File: src/rtl/systolic_ctrl_if.sv
// Handshake and control bundle between the systolic array sequencer and its
// operand buffer, PE array edge and result consumer.
interface systolic_ctrl_if #(
  parameter int N  = 4,
  parameter int KW = 8
);
  localparam int CW = $clog2(N);

  logic          start;
  logic [KW-1:0] k_len;
  logic          busy;
  logic          done;
  logic          op_rd_en;
  logic [KW-1:0] op_rd_addr;
  logic          cal_ele_cho;
  logic          mem_ele_cho;
  logic          mem_change;
  logic          res_valid;
  logic          res_ready;
  logic [CW-1:0] res_col;

  modport master (
    input  start, k_len, res_ready,
    output busy, done, op_rd_en, op_rd_addr, cal_ele_cho,
           mem_ele_cho, mem_change, res_valid, res_col
  );

  modport slave (
    output start, k_len, res_ready,
    input  busy, done, op_rd_en, op_rd_addr, cal_ele_cho,
           mem_ele_cho, mem_change, res_valid, res_col
  );
endinterface

File: src/rtl/systolic_ctrl.sv
// Job sequencer for an N x N systolic array: feeds K operand steps, flushes
// the skewed wavefront, captures results and shifts columns out.
module systolic_ctrl #(
  parameter int N  = 4,
  parameter int KW = 8
) (
  input  logic            clk,
  input  logic            reset,
  systolic_ctrl_if.master bus
);
  localparam int CW = $clog2(N);
  localparam int FW = $clog2(2 * N);
  localparam logic [KW-1:0] STEP_ONE   = KW'(1);
  localparam logic [FW-1:0] FLUSH_LAST = FW'(2 * N - 2);
  localparam logic [CW-1:0] COL_LAST   = CW'(N - 1);

  typedef enum logic [2:0] {IDLE, FEED, FLUSH, LOAD, SHIFT, DONE} state_t;

  state_t        state;
  logic [KW-1:0] k_q;
  logic [KW-1:0] step;
  logic [FW-1:0] flush_cnt;
  logic [CW-1:0] col;
  logic          busy_q;
  logic          done_q;
  logic          rd_en_q;
  logic          cal_q;
  logic          load_q;
  logic          shift_q;

  // Outputs are registered alongside the next state so they track the state
  // they belong to; only mem_change follows res_ready combinationally.
  always_ff @(posedge clk or negedge reset) begin
    if (!reset) begin
      state     <= IDLE;
      k_q       <= '0;
      step      <= '0;
      flush_cnt <= '0;
      col       <= '0;
      busy_q    <= 1'b0;
      done_q    <= 1'b0;
      rd_en_q   <= 1'b0;
      cal_q     <= 1'b0;
      load_q    <= 1'b0;
      shift_q   <= 1'b0;
    end else begin
      case (state)
        IDLE: begin
          if (bus.start) begin
            k_q    <= bus.k_len;
            busy_q <= 1'b1;
            step   <= '0;
            if (bus.k_len != '0) begin
              state   <= FEED;
              rd_en_q <= 1'b1;
              cal_q   <= 1'b1;
            end else begin
              state  <= DONE;
              done_q <= 1'b1;
            end
          end
        end
        FEED: begin
          cal_q <= 1'b0;
          if (step == k_q - STEP_ONE) begin
            state     <= FLUSH;
            rd_en_q   <= 1'b0;
            step      <= '0;
            flush_cnt <= '0;
          end else begin
            step <= step + STEP_ONE;
          end
        end
        FLUSH: begin
          if (flush_cnt == FLUSH_LAST) begin
            state  <= LOAD;
            load_q <= 1'b1;
          end else begin
            flush_cnt <= flush_cnt + 1'b1;
          end
        end
        LOAD: begin
          state   <= SHIFT;
          load_q  <= 1'b0;
          shift_q <= 1'b1;
          col     <= '0;
        end
        SHIFT: begin
          // A stalled consumer simply holds everything in place.
          if (bus.res_ready) begin
            if (col == COL_LAST) begin
              state   <= DONE;
              shift_q <= 1'b0;
              done_q  <= 1'b1;
              col     <= '0;
            end else begin
              col <= col + 1'b1;
            end
          end
        end
        DONE: begin
          state  <= IDLE;
          done_q <= 1'b0;
          busy_q <= 1'b0;
        end
        default: begin
          state   <= IDLE;
          busy_q  <= 1'b0;
          done_q  <= 1'b0;
          rd_en_q <= 1'b0;
          cal_q   <= 1'b0;
          load_q  <= 1'b0;
          shift_q <= 1'b0;
        end
      endcase
    end
  end

  assign bus.busy        = busy_q;
  assign bus.done        = done_q;
  assign bus.op_rd_en    = rd_en_q;
  assign bus.op_rd_addr  = step;
  assign bus.cal_ele_cho = cal_q;
  assign bus.mem_ele_cho = shift_q;
  assign bus.mem_change  = load_q | (shift_q & bus.res_ready);
  assign bus.res_valid   = shift_q;
  assign bus.res_col     = col;
endmodule
File: src/flat_wrapper.sv
// flat-port wrapper written by rule: the top's interface ports become plain ports
module systolic_ctrl_flat 
#(
  parameter int N  = 4,
  parameter int KW = 8
)
  (clk, reset, bus_start, bus_k_len, bus_res_ready, bus_busy, bus_done, bus_op_rd_en, bus_op_rd_addr, bus_cal_ele_cho, bus_mem_ele_cho, bus_mem_change, bus_res_valid, bus_res_col);
  systolic_ctrl_if #(.N(N), .KW(KW)) bus_i ();
  input  logic clk;
  input  logic reset;
  input wire logic [$bits(bus_i.start)-1:0] bus_start;
  input wire logic [$bits(bus_i.k_len)-1:0] bus_k_len;
  input wire logic [$bits(bus_i.res_ready)-1:0] bus_res_ready;
  output wire logic [$bits(bus_i.busy)-1:0] bus_busy;
  output wire logic [$bits(bus_i.done)-1:0] bus_done;
  output wire logic [$bits(bus_i.op_rd_en)-1:0] bus_op_rd_en;
  output wire logic [$bits(bus_i.op_rd_addr)-1:0] bus_op_rd_addr;
  output wire logic [$bits(bus_i.cal_ele_cho)-1:0] bus_cal_ele_cho;
  output wire logic [$bits(bus_i.mem_ele_cho)-1:0] bus_mem_ele_cho;
  output wire logic [$bits(bus_i.mem_change)-1:0] bus_mem_change;
  output wire logic [$bits(bus_i.res_valid)-1:0] bus_res_valid;
  output wire logic [$bits(bus_i.res_col)-1:0] bus_res_col;
  assign bus_i.start = bus_start;
  assign bus_i.k_len = bus_k_len;
  assign bus_i.res_ready = bus_res_ready;
  assign bus_busy = bus_i.busy;
  assign bus_done = bus_i.done;
  assign bus_op_rd_en = bus_i.op_rd_en;
  assign bus_op_rd_addr = bus_i.op_rd_addr;
  assign bus_cal_ele_cho = bus_i.cal_ele_cho;
  assign bus_mem_ele_cho = bus_i.mem_ele_cho;
  assign bus_mem_change = bus_i.mem_change;
  assign bus_res_valid = bus_i.res_valid;
  assign bus_res_col = bus_i.res_col;
  systolic_ctrl #(.N(N), .KW(KW)) u_core (.clk(clk), .reset(reset), .bus(bus_i));
endmodule
File: config.mk
export PLATFORM = sky130hd
export DESIGN_NAME = systolic_ctrl_flat
export DESIGN_NICKNAME = d
export VERILOG_FILES = /design/src/rtl/systolic_ctrl_if.sv /design/src/rtl/systolic_ctrl.sv /design/src/flat_wrapper.sv
export SDC_FILE = /design/constraint.sdc
export NUM_CORES = 1
export LEC_CHECK = 0
export BUFFER_PORTS_ARGS = -buffer_cell sky130_fd_sc_hd__buf_2
export CORE_AREA = 2 2 83 85
export CTS_BUF_LIST = sky130_fd_sc_hd__clkbuf_8
export DETAILED_ROUTE_END_ITERATION = 6
export DIE_AREA = 0 0 85 87
export GPL_TIMING_DRIVEN = 0
export SLEW_MARGIN = 40
export SYNTH_ARGS = -nofsm -noshare
export SYNTH_HDL_FRONTEND = slang
export SYNTH_SLANG_ARGS = --single-unit
File: constraint.sdc
create_clock -name clk -period 4.1 [get_ports clk]
set_input_delay 0.82 -clock clk [delete_from_list [all_inputs] [get_ports clk]]
set_output_delay 0.82 -clock clk [all_outputs]
set_load 0.02 [all_outputs]
## Word level (Yosys, flattened, before mapping)

Cells that the tools add are included.

- Register bits after elaboration: 30
- Input bits: 12

- Add/subtract/negate cells: 4
- Equal/unequal tests: 16
- Muxes and demuxes: 33
- Bitwise logic cells: 7
- Reductions and logical operators: 21

Operators by type and width:

| kind | number |
|---|---|
| $mux W3 | 8 |
| $mux W8 | 2 |
| $pmux W8 S2 | 1 |
| $reduce_or A4 Y1 | 4 |
| $pmux W3 S5 | 1 |
| $mux W1 | 11 |
| $reduce_and A2 Y1 | 5 |
| $reduce_and A5 Y1 | 2 |
| $eq A3 B3 Y1 const B | 3 |
| $pmux W1 S3 | 3 |
| $reduce_and A3 Y1 | 3 |
| $add A8 B1 Y8 const B | 1 |
| $eq A8 B8 Y1 | 1 |
| $ne A2 B1 Y1 const B | 4 |
| $ne A2 B2 Y1 const B | 4 |
| $reduce_bool A8 Y1 | 1 |
| $sub A8 B1 Y8 const B | 1 |
| $eq A3 B2 Y1 const B | 2 |
| $pmux W1 S2 | 3 |
| $pmux W3 S2 | 1 |
| $reduce_bool A2 Y1 | 3 |
| $not A1 Y1 | 5 |
| $mux W2 | 2 |
| $pmux W2 S2 | 1 |
| other kinds (9) | 9 |

## Depth between registers and ports, before layout

Gate-level depths: netlist of the first run.

- Depth after elaboration: 4
- Mapped depth: 9
- Gate-level depth less buffers: 8

## Worst setup path before layout of the first run

OpenSTA, ideal clock, no wires.

- Path kind: register to register
- Start point: reg u_core.k_q[0]
- End point: reg u_core.step[2], in the netlist u_core.bus.op_rd_addr[2]
- Arrival: 1,978 ps
- Setup slack: 1,997 ps
- Cell stages (with the launch flop): 10
- Buffers on the path: 1
- Period minus slack after synthesis: 2,103 ps
- Cells stage by stage: dfrtp_1 -> inv_1 -> ha_1 -> buf_4 -> nor2b_1 -> or3_1 -> a31oi_1 -> o211ai_4 -> o22ai_4 -> nor2_1

- Word-level cells in the longest chain between the ends: 4

RTL lines:

| item | RTL line | RTL |
|---|---|---|
| start, declared | systolic_ctrl.sv:20 | `logic [KW-1:0] k_q;` |
| start signal, assigned | systolic_ctrl.sv:50 | `k_q <= bus.k_len;` |
| $sub A8 B1 Y8 | systolic_ctrl.sv:65 | `if (step == k_q - STEP_ONE) begin` |
| $eq A8 B8 Y1 | systolic_ctrl.sv:65 |  |
| $mux W8 | systolic_ctrl.sv:65 |  |
| $pmux W8 S2 | systolic_ctrl.sv:47 | `case (state)` |
| end signal, assigned | systolic_ctrl.sv:71 | `step <= step + STEP_ONE;` |
| end, declared | systolic_ctrl.sv:21 | `logic [KW-1:0] step;` |

No other way between the ends.
A chain may end at the register's enable or synchronous reset.

## Worst setup path after layout of the first run

- Start point: reg u_core.k_q[0]
- End point: reg u_core.step[4], in the netlist u_core.bus.op_rd_addr[4]

The elaborated chain is that of the path after synthesis.

==> flow_summary_export.csv, run 1 <==
group,metric,value,unit
outcome,outcome,"finished, final reports clean",
critical_path,critical_path.cell_chain,"inv_1, ha_1, buf_4, nor2b_1, or3_1, a31oi_1, o211ai_4, o22ai_4, nor2_1",
global_routing,overflow,0,
hold_path,hold_path_end,"u_core.bus.busy",
final_layout,final_common_cell,"dfrtp_1",
critical_path,critical_path.startpoint_type,"flop",
critical_path,reg2reg_depth,9,
sta,tightest_slew,683.4,ps
floorplanning,initial_utilization,0.2690,
hold_path,whs_path_depth,2,
final_layout,area.growth.synth_to_final,21.67,%
place,place.gp.congestion,0.8047,
routing,viasPerCell,4.897,
global_routing,grt-busiest-layer,"met2",
yosys,synth-edff-count,0,
final_layout,final_nets,238,
global_routing,grt_max_degree,31,
sta,final-hold-violation-count,0,
place,place_hpwl,2.974,mm
critical_path,reg2reg_to,"u_core.bus.op_rd_addr[4]",
critical_path,crit_fanout,8,
final_layout,final_cell_mix,"30 x dfrtp_1, 29 x buf_2, 19 x nor2_1",
global_routing,grt_antenna_before_repair,0,
yosys,synth_top_area_frac,0.4249,
final_layout,fin_cells,302,
sta,finClkSkew,5.338,ps
flow_run,maxCapViolCount,0,
yosys,seq_area_frac_synth,0.4249,
critical_path,rr_startpoint,"u_core.k_q[0]",
global_routing,grt_use_met2,0.1989,
floorplanning,die_w,85,microns
place,placedCellCount,294,
global_routing,grt_use_met3,0.02749,
floorplanning,io_pins,29,
place,dpl-instance-area,2007,sq um
sta,fin_crit_sh,0.5695,
global_routing,grt_pass1_wl,6.996,mm
global_routing,grt_pass1_vias,1477,
yosys,synth_area,1767,sq um
clocking,htree_levels,2,
clocking,postCtsSetupBuffers,0,
final_layout,fin_area,2150,sq um
sta,setup_viol,0,
clocking,clock_sinks,30,
power_and_ir_drop,power_density,756.5,nW/um^2
yosys,synth.avg_cell_area,9.498,sq um
place,pre_cts_slack,1760,ps
global_routing,track_usage,0.1170,
sta,fmax,428.3,MHz
floorplanning,die_y,87,microns
critical_path,reg2reg_slack,1770,ps
clocking,worstSkewPairLatency,280,ps
global_routing,met1_usage,0.1466,
final_layout,drive_above_1_share,0.2523,
final_layout,diodes,0,
routing,drtIter0Drc,86,
routing,vias,1479,
yosys,synth_seq_cells,30,
yosys,yosys.area.top_type,"dfrtp_1",
floorplanning,core.rowCount,30,
yosys,postSynthCellCount,186,
yosys,synthTopCellsByArea,"dfrtp_1 42%, nor2_1 4.0%, xor2_1 4.0%",
place,portBuffers,28,
floorplanning,dieArea,7395,sq um
yosys,synth_nets,203,
critical_path,worst_path_largest_cell_delay,470,ps
critical_path,critPathRequiredTime,4260,ps
hold_path,hold_path.class,"reg2reg",
power_and_ir_drop,ir_drop,235.9,uV
clocking,clk_path_buf_depth,2,
yosys,ys_async_sr_fraction,1.000,
routing,ant_nets,0,
final_layout,fillers,688,
clocking,root_buffer,"clkbuf_8",
sta,slew_viol_final,0,
sta,setup_ws,1765,ps
sta,fin_crit,2335,ps
critical_path,cp.arrival,2500,ps
sta,tns,0,ps
routing,drc,0,
power_and_ir_drop,p_leak,0.0009679,uW
clocking,cts_tree,"yes",
sta,relSlewSlack,0.5444,
yosys,yosysUniqueCellTypes,45,
routing,post_drt_wl_per_cell,13.16,microns
clocking,numCtsBuffers,5,
routing,wl,3.974,mm
floorplanning,core,6569,sq um
yosys,ys_warn_count,0,
clocking,hold_buffers,0,
critical_path,cp-end-kind,"flop",
critical_path,crit_slowest_cell,"dfrtp_1",
critical_path,critPathKind,"reg2reg",
hold_path,min_from,"u_core.bus.busy",
sta,grt_setup_unrepaired,"false",
clocking,cts_resized,0,
routing,first_pass_iters,4,
clocking,path_clk_slew,70,ps
yosys,synthFlopType,"dfrtp_1",
-- critical path: cells and delay by family, from the launching register on --
| kind | cells | cell delay, ps |
|---|---|---|
| AO/OA/AOI/OAI | 3 | 740 |
| AND/OR/NAND/NOR | 3 | 540 |
| flip-flops | 1 | 470 |
| adder cells (fa/ha/maj) | 1 | 200 |
| buffers and inverters | 2 | 260 |
-- layout make-up --
cell class	count	area, sq um	share of cell area
multi-input cells	140	943.4	0.4389
flip-flops and latches	30	750.7	0.3492
repair buffers	28	140.1	0.06519
well taps	80	100.1	0.04657
clock buffers	6	82.58	0.03842
clock inverters	2	60.06	0.02794
plain buffers	8	42.54	0.01979
inverters	8	30.03	0.01397
-- logic make-up after synthesis --
group,Yosys count,share of synthesized area
AND/OR/NAND/NOR,68,0.1905
AO/OA/AOI/OAI,46,0.1948
flip-flops,30,0.4249
buffers and inverters,16,0.04107
XOR/XNOR,14,0.06941
multiplexers,7,0.04391
adder cells (fa/ha/maj),5,0.03541
-- registers in the layout, summed over array words and instances, names as in the netlist --
register                cells
u_core.bus.cal_ele_cho      1
u_core.flush_cnt            3
u_core.load_q               1
u_core.bus.mem_ele_cho      1
u_core.bus.op_rd_en         1
u_core.bus.done             1
u_core.bus.op_rd_addr       8
u_core.bus.busy             1
u_core.bus.res_col          2
u_core.state                3
u_core.k_q                  8
-- cells in the mapped netlist (2+ instances only) --
cell type,count
nand4_1,2
o21a_1,2
nor4_1,2
o22ai_1,3
o21ai_0,11
nor3_1,3
o31ai_1,2
nor2b_1,2
and2_1,2
a31oi_1,5
nand2b_1,4
nand3_1,9
a21oi_1,8
nand2_1,18
ha_1,5
xnor2_1,6
nor2_1,19
a21o_2,2
clkbuf_1,4
inv_1,8
xor2_1,8
dfrtp_1,30
buf_4,3
mux2_2,6
o211ai_1,2
-- power breakdown --
group | internal (uW) | leakage [uW] | switching, uW
clock | 259 | 0.0000714 | 116
combinational | 309 | 0.000524 | 390
sequential | 403 | 0.000373 | 150
total | 971 | 0.000968 | 655
-- metrics by stage --
stage | hold WS, ps | util | power, uW
final | 504.6 | 0.3272 | 1626
after global routing | 534.2 | 0.3272 | 1751
after CTS | 508.2 | 0.3272 | 1646
after detailed placement | 492.5 | 0.3055 | 1265
after global placement | 485.2 | 0.3055 | 1248
after floorplan | 464.4 | - | 1073
-- per-layer routing --
layer  vias to the layer above  part of all wire
met5                         -                 0
met4                         0             0.016
met1                       716              0.45
li1                        733                 -
met2                        25              0.50
met3                         5             0.039
-- worst max path at each step --
stage	start	endpoint	slack (ps)	cells after the start
5_1_grt	u_core.k_q[0]	u_core.bus.op_rd_addr[4]	1600	9
2_1_floorplan	u_core.k_q[0]	u_core.bus.op_rd_addr[2]	2000	9
6_report	u_core.k_q[0]	u_core.bus.op_rd_addr[4]	1770	9
3_3_place_gp	u_core.k_q[0]	u_core.bus.op_rd_addr[4]	1770	9
3_5_place_dp	u_core.k_q[0]	u_core.bus.op_rd_addr[4]	1760	9
4_1_cts	u_core.k_q[0]	u_core.bus.op_rd_addr[4]	1740	9
Note: power is estimated with default switching activity, not from simulation.
==> inputs of run 2 (changes only) <==
==> constraint.sdc (replaced) <==
create_clock -name clk -period 2.14 [get_ports clk]
set_input_delay 0.428 -clock clk [delete_from_list [all_inputs] [get_ports clk]]
set_output_delay 0.428 -clock clk [all_outputs]
set_load 0.02 [all_outputs]
==> run 2 against run 1 <==
Worst setup slack lost 1600 ps. Clock power increased by 91%. First-iteration DRC count up 1.2%. Sequential cell count unchanged. Final area is 2.0% higher. Final cell count is 0.33% higher. Via count up 0.20%. Critical path depth shrank 1. Core utilization rose by 0.67 points. Critical endpoint is now u_core.bus.op_rd_addr[7].
==> flow_summary_export.csv, run 2 (same netlist as run 1, synthesis figures left out) <==
group,metric,value,unit
outcome,outcome,"finished, final reports clean",
floorplanning,core.rowCount,30,
clocking,hold_buffers,0,
critical_path,path_buf_inv,1,
floorplanning,io_pins,29,
place,portBuffers,28,
final_layout,fin_area,2193,sq um
global_routing,overflow,0,
critical_path,reg2reg_slack,140,ps
place,place_hpwl,2.974,mm
final_layout,final_nets,239,
global_routing,grt_antenna_before_repair,0,
sta,fmax,499.5,MHz
place,pre_cts_slack,-200.1,ps
final_layout,area.growth.synth_to_final,24.15,%
routing,post_drt_wl_per_cell,13.36,microns
global_routing,grt_max_degree,31,
clocking,clk_path_buf_depth,2,
final_layout,diodes,0,
global_routing,grt_pass1_vias,1496,
critical_path,critPathKind,"reg2reg",
global_routing,track_usage,0.1192,
global_routing,grt_pass1_wl,7.120,mm
routing,wl,4.049,mm
critical_path,worst_path_largest_cell_delay,380,ps
routing,viasPerCell,4.891,
routing,ant_nets,0,
clocking,clock_sinks,30,
clocking,root_buffer,"clkbuf_8",
critical_path,critical_path.startpoint_type,"flop",
place,place.gp.congestion,0.8047,
sta,final-hold-violation-count,0,
floorplanning,die_y,87,microns
final_layout,drive_above_1_share,0.2780,
sta,fin_crit,2002,ps
place,dpl-instance-area,2007,sq um
flow_run,maxCapViolCount,0,
critical_path,rr_startpoint,"u_core.k_q[1]",
routing,drc,0,
clocking,numCtsBuffers,5,
clocking,worstSkewPairLatency,280,ps
routing,drtIter0Drc,87,
critical_path,cp_top_family,"compound AO/OA/AOI/OAI gates",
critical_path,crit_fanout,8,
final_layout,final_cell_mix,"29 x buf_2, 29 x dfrtp_1, 19 x nor2_1",
sta,fin_crit_sh,0.9355,
sta,setup_viol,0,
floorplanning,dieArea,7395,sq um
floorplanning,initial_utilization,0.2690,
clocking,htree_levels,2,
critical_path,startpoint,"u_core.k_q[1]",
clocking,path_clk_slew,70,ps
power_and_ir_drop,p_leak,0.0009688,uW
sta,tightest_slew,680.6,ps
sta,tns,0,ps
critical_path,critical_path.cell_chain,"inv_1, ha_2, nor2b_1, or3_4, a31oi_4, o211ai_4, o22ai_4, nor2_1",
sta,finClkSkew,5.684,ps
critical_path,cp-end-kind,"flop",
floorplanning,core,6569,sq um
sta,setup_ws,138.1,ps
clocking,cts_tree,"yes",
critical_path,cp.arrival,2170,ps
critical_path,critPathRequiredTime,2310,ps
power_and_ir_drop,power_density,1484,nW/um^2
power_and_ir_drop,ir_drop,463.3,uV
critical_path,crit_slowest_cell,"or3_4",
floorplanning,die_w,85,microns
sta,relSlewSlack,0.5463,
routing,first_pass_iters,4,
sta,slew_viol_final,0,
hold_path,hold_path.class,"in2async",
routing,vias,1482,
run 2: layout make-up:
cell class,count,area [sq um]
Buffer,7,35.03
Clock buffer,6,82.58
Clock inverter,2,60.06
Fill cell,689,4375
Inverter,8,30.03
Multi-Input combinational cell,140,978.4
Sequential cell,30,752.0
Tap cell,80,100.1
Timing Repair Buffer,30,155.1
run 2: where the power goes:
group / switching [uW] / total (uW) / internal (uW) / leakage [uW]
logic: 821 / 1480 / 662 / 0.000526
clock network: 220 / 717 / 496 / 0.0000714
registers: 281 / 1060 / 774 / 0.000372
run 2: path summary, 6_finish.rpt:
path,cells after the start,endpoint
worst max register to register,8,u_core.bus.op_rd_addr[7]
worst min register to register,2,u_core.bus.busy
worst min-delay path,1,u_core.bus.res_col[0]
min in group clk,3,u_core.k_q[0]
worst max-delay path,8,u_core.bus.op_rd_addr[7]
max in group asynchronous,1,u_core.k_q[0]
run 2: timing repair:
| action | 4_1_cts | 5_1_grt |
|---|---|---|
| gates resized for setup | 3 | 4 |
| buffers inserted | 2 | 0 |
| hold endpoints to repair | 0 | 0 |
| cloned | 0 | 0 |
| pin swaps | 1 | 7 |
| endpoints found under the setup margin | 13 | 11 |
run 2: per-stage QoR:
step | total power [uW] | hold WS [ps] | util | cells
after floorplan | 2055 | 132.4 | - | 186
after global placement | 2390 | 485.2 | 0.3055 | 294
after detailed placement | 2423 | 492.5 | 0.3055 | 294
after CTS | 3209 | 205.4 | 0.3312 | 304
after global routing | 3494 | 225.4 | 0.3339 | 303
final | 3255 | 179.0 | 0.3339 | 303
run 2: worst reg2reg max path: cells and delay by family, from the launching register on:
family	cells	cell delay, ps
fa+ha+maj	1	220
flops	1	360
buf+inv	1	60
compound gates	3	650
simple gates	3	600
run 2: per-layer routing:
metal / share of wire / GRT usage / wire length, microns / vias to the layer above
li1: - / - / - / 735
met1: 0.45 / 0.1478 / 1807 / 723
met5: 0 / 0 / 0 / -
met2: 0.50 / 0.2053 / 2042 / 19
met4: 0.016 / 0.03896 / 64 / 0
met3: 0.033 / 0.02749 / 135 / 5
==> inputs of run 3 (changes only) <==
--- a/config.mk
+++ b/config.mk
@@ -6,10 +6,10 @@
 export NUM_CORES = 1
 export LEC_CHECK = 0
 export BUFFER_PORTS_ARGS = -buffer_cell sky130_fd_sc_hd__buf_2
-export CORE_AREA = 2 2 83 85
+export CORE_AREA = 2 2 75 77
 export CTS_BUF_LIST = sky130_fd_sc_hd__clkbuf_8
 export DETAILED_ROUTE_END_ITERATION = 6
-export DIE_AREA = 0 0 85 87
+export DIE_AREA = 0 0 77 79
 export GPL_TIMING_DRIVEN = 0
 export SLEW_MARGIN = 40
 export SYNTH_ARGS = -nofsm -noshare
==> constraint.sdc (replaced) <==
create_clock -name clk -period 2.2 [get_ports clk]
set_input_delay 0.44 -clock clk [delete_from_list [all_inputs] [get_ports clk]]
set_output_delay 0.44 -clock clk [all_outputs]
set_load 0.02 [all_outputs]
==> run 3 against run 2 <==
Core utilization is 6.9 points higher. Sequential cell count stayed put. Non-clock buffer count stayed put. Combinational power is 3% lower. Final area is 2.1% lower. Die area is 18% lower. Global-route usage is 1.9 points higher. Via count is 0.67% lower. Wire length is 4.7% lower. Final cell count is 2.6% lower. Critical path depth stayed put. Largest cell class unchanged. Largest power group unchanged.
==> flow_summary_export.csv, run 3 (same netlist as run 1, synthesis figures left out) <==
group,metric,value,unit
critical_path,rr_startpoint,"u_core.k_q[0]",
sta,tightest_slew,680.8,ps
critical_path,reg2reg_depth,8,
final_layout,diodes,0,
floorplanning,initial_utilization,0.3310,
place,place_hpwl,2.868,mm
final_layout,final_nets,239,
clocking,clock_sinks,30,
final_layout,multiInputGateArea,977.2,sq um
place,pre_cts_slack,-153.2,ps
sta,tns,0,ps
sta,final-hold-violation-count,0,
critical_path,crit_fanout,8,
clocking,path_clk_slew,70,ps
sta,slew_viol_final,0,
clocking,clk_path_buf_depth,2,
clocking,cts_tree,"yes",
sta,setup_viol,0,
sta,finClkSkew,4.085,ps
outcome,outcome,"finished, final reports clean",
floorplanning,die_y,79,microns
routing,drtIter0Drc,51,
floorplanning,io_pins,29,
final_layout,fin_area,2148,sq um
critical_path,cp-end-kind,"flop",
power_and_ir_drop,ir_drop,530.2,uV
sta,setup_ws,179.4,ps
critical_path,reg2reg_slack,180,ps
sta,fin_crit_sh,0.9184,
final_layout,seq_area,752.0,sq um
routing,ant_nets,0,
sta,fmax,494.9,MHz
power_and_ir_drop,power_density,1393,nW/um^2
global_routing,grt_antenna_before_repair,0,
critical_path,critical_path.cell_chain,"inv_1, ha_2, nor2b_1, or3_4, a31oi_4, o211ai_4, o22ai_4, nor2_1",
final_layout,fin_cells,295,
global_routing,track_usage,0.1381,
critical_path,crit_slowest_cell,"or3_4",
critical_path,worst_path_largest_cell_delay,380,ps
floorplanning,dieArea,6083,sq um
critical_path,reg2reg_to,"u_core.bus.op_rd_addr[5]",
clocking,worstSkewPairLatency,280,ps
clocking,htree_levels,2,
sta,grt_setup_unrepaired,"false",
routing,wl,3.858,mm
final_layout,final_cell_mix,"29 x buf_2, 29 x dfrtp_1, 18 x nor2_1, 18 x nand2_1, 11 x o21ai_0",
sta,relSlewSlack,0.5461,
critical_path,critPathRequiredTime,2360,ps
routing,viasPerCell,4.990,
hold_path,hold_path.class,"in2async",
sta,fin_crit,2021,ps
final_layout,area.growth.synth_to_final,21.60,%
routing,drc,0,
clocking,numCtsBuffers,5,
critical_path,critical_path.startpoint_type,"flop",
global_routing,overflow,0,
global_routing,grt_pass1_vias,1339,
power_and_ir_drop,p_leak,0.0009546,uW
floorplanning,core,5338,sq um
routing,post_drt_wl_per_cell,13.08,microns
floorplanning,core.rowCount,27,
routing,first_pass_iters,4,
clocking,root_buffer,"clkbuf_8",
floorplanning,die_w,77,microns
place,dpl-instance-area,1997,sq um
global_routing,grt_pass1_wl,6.575,mm
routing,vias,1472,
place,place.gp.congestion,0.8019,
final_layout,drive_above_1_share,0.2870,
clocking,hold_buffers,0,
critical_path,critPathKind,"reg2reg",
final_layout,fillers,567,
place,portBuffers,28,
critical_path,cp.arrival,2180,ps
place,placedCellCount,286,
flow_run,maxCapViolCount,0,
global_routing,grt_max_degree,31,
[run 3: layout make-up]
class	instances	share of cell area
Buffer	7	0.01631
Clock buffer	5	0.03203
Clock inverter	3	0.01864
Inverter	8	0.01398
Multi-Input combinational cell	140	0.4549
Sequential cell	30	0.3500
Tap cell	72	0.04193
Timing Repair Buffer	30	0.07222
[run 3: timing repair]
item                                    in CTS  in global routing
cloned                                       0                  0
pin swaps                                    1                  7
endpoints found under the setup margin      12                  8
gates resized for setup                      2                  6
setup buffers                                2                  0
[run 3: per-layer routing]
metal  vias to the layer above  global-route usage  routed length [microns]
met4                         0             0.04286                       40
li1                        732                   -                        -
met3                         5             0.03636                      139
met1                       716              0.1781                     1755
met5                         -                   0                        0
met2                        19              0.2281                     1923
[run 3: critical path: cells and delay by family, from the launching register on]
family	cells	cell delay [ps]
compound gates	3	650
fa+ha+maj	1	230
buf+inv	1	60
flops	1	360
simple gates	3	590
[run 3: where the power goes]
part / switching, uW / internal [uW]
Clock: 212 / 333
Sequential: 254 / 753
Combinational: 796 / 646
Total: 1260 / 1730
[run 3: per-stage QoR]
step / hold slack, ps / util / power [uW]
6_report: 196.5 / 0.4025 / 2993
5_1_grt: 250.2 / 0.4025 / 3231
4_1_cts: 221.6 / 0.3987 / 2965
3_5_place_dp: 502.5 / 0.3741 / 2354
3_3_place_gp: 491.9 / 0.3741 / 2326
2_1_floorplan: 144.4 / - / 1999
[run 3: worst max-delay path by stage]
| stage | from | end | slack (ps) | cells after the start |
|---|---|---|---|---|
| after global routing | u_core.k_q[0] | u_core.bus.op_rd_addr[3] | 20 | 7 |
| final | u_core.k_q[0] | u_core.bus.op_rd_addr[5] | 180 | 8 |
| after floorplan | u_core.k_q[0] | u_core.bus.op_rd_addr[2] | 100 | 9 |
| after global placement | u_core.k_q[0] | u_core.bus.op_rd_addr[6] | -140 | 9 |
| after CTS | u_core.k_q[0] | u_core.bus.op_rd_addr[4] | 90 | 9 |
| after detailed placement | u_core.k_q[0] | u_core.bus.op_rd_addr[4] | -150 | 9 |
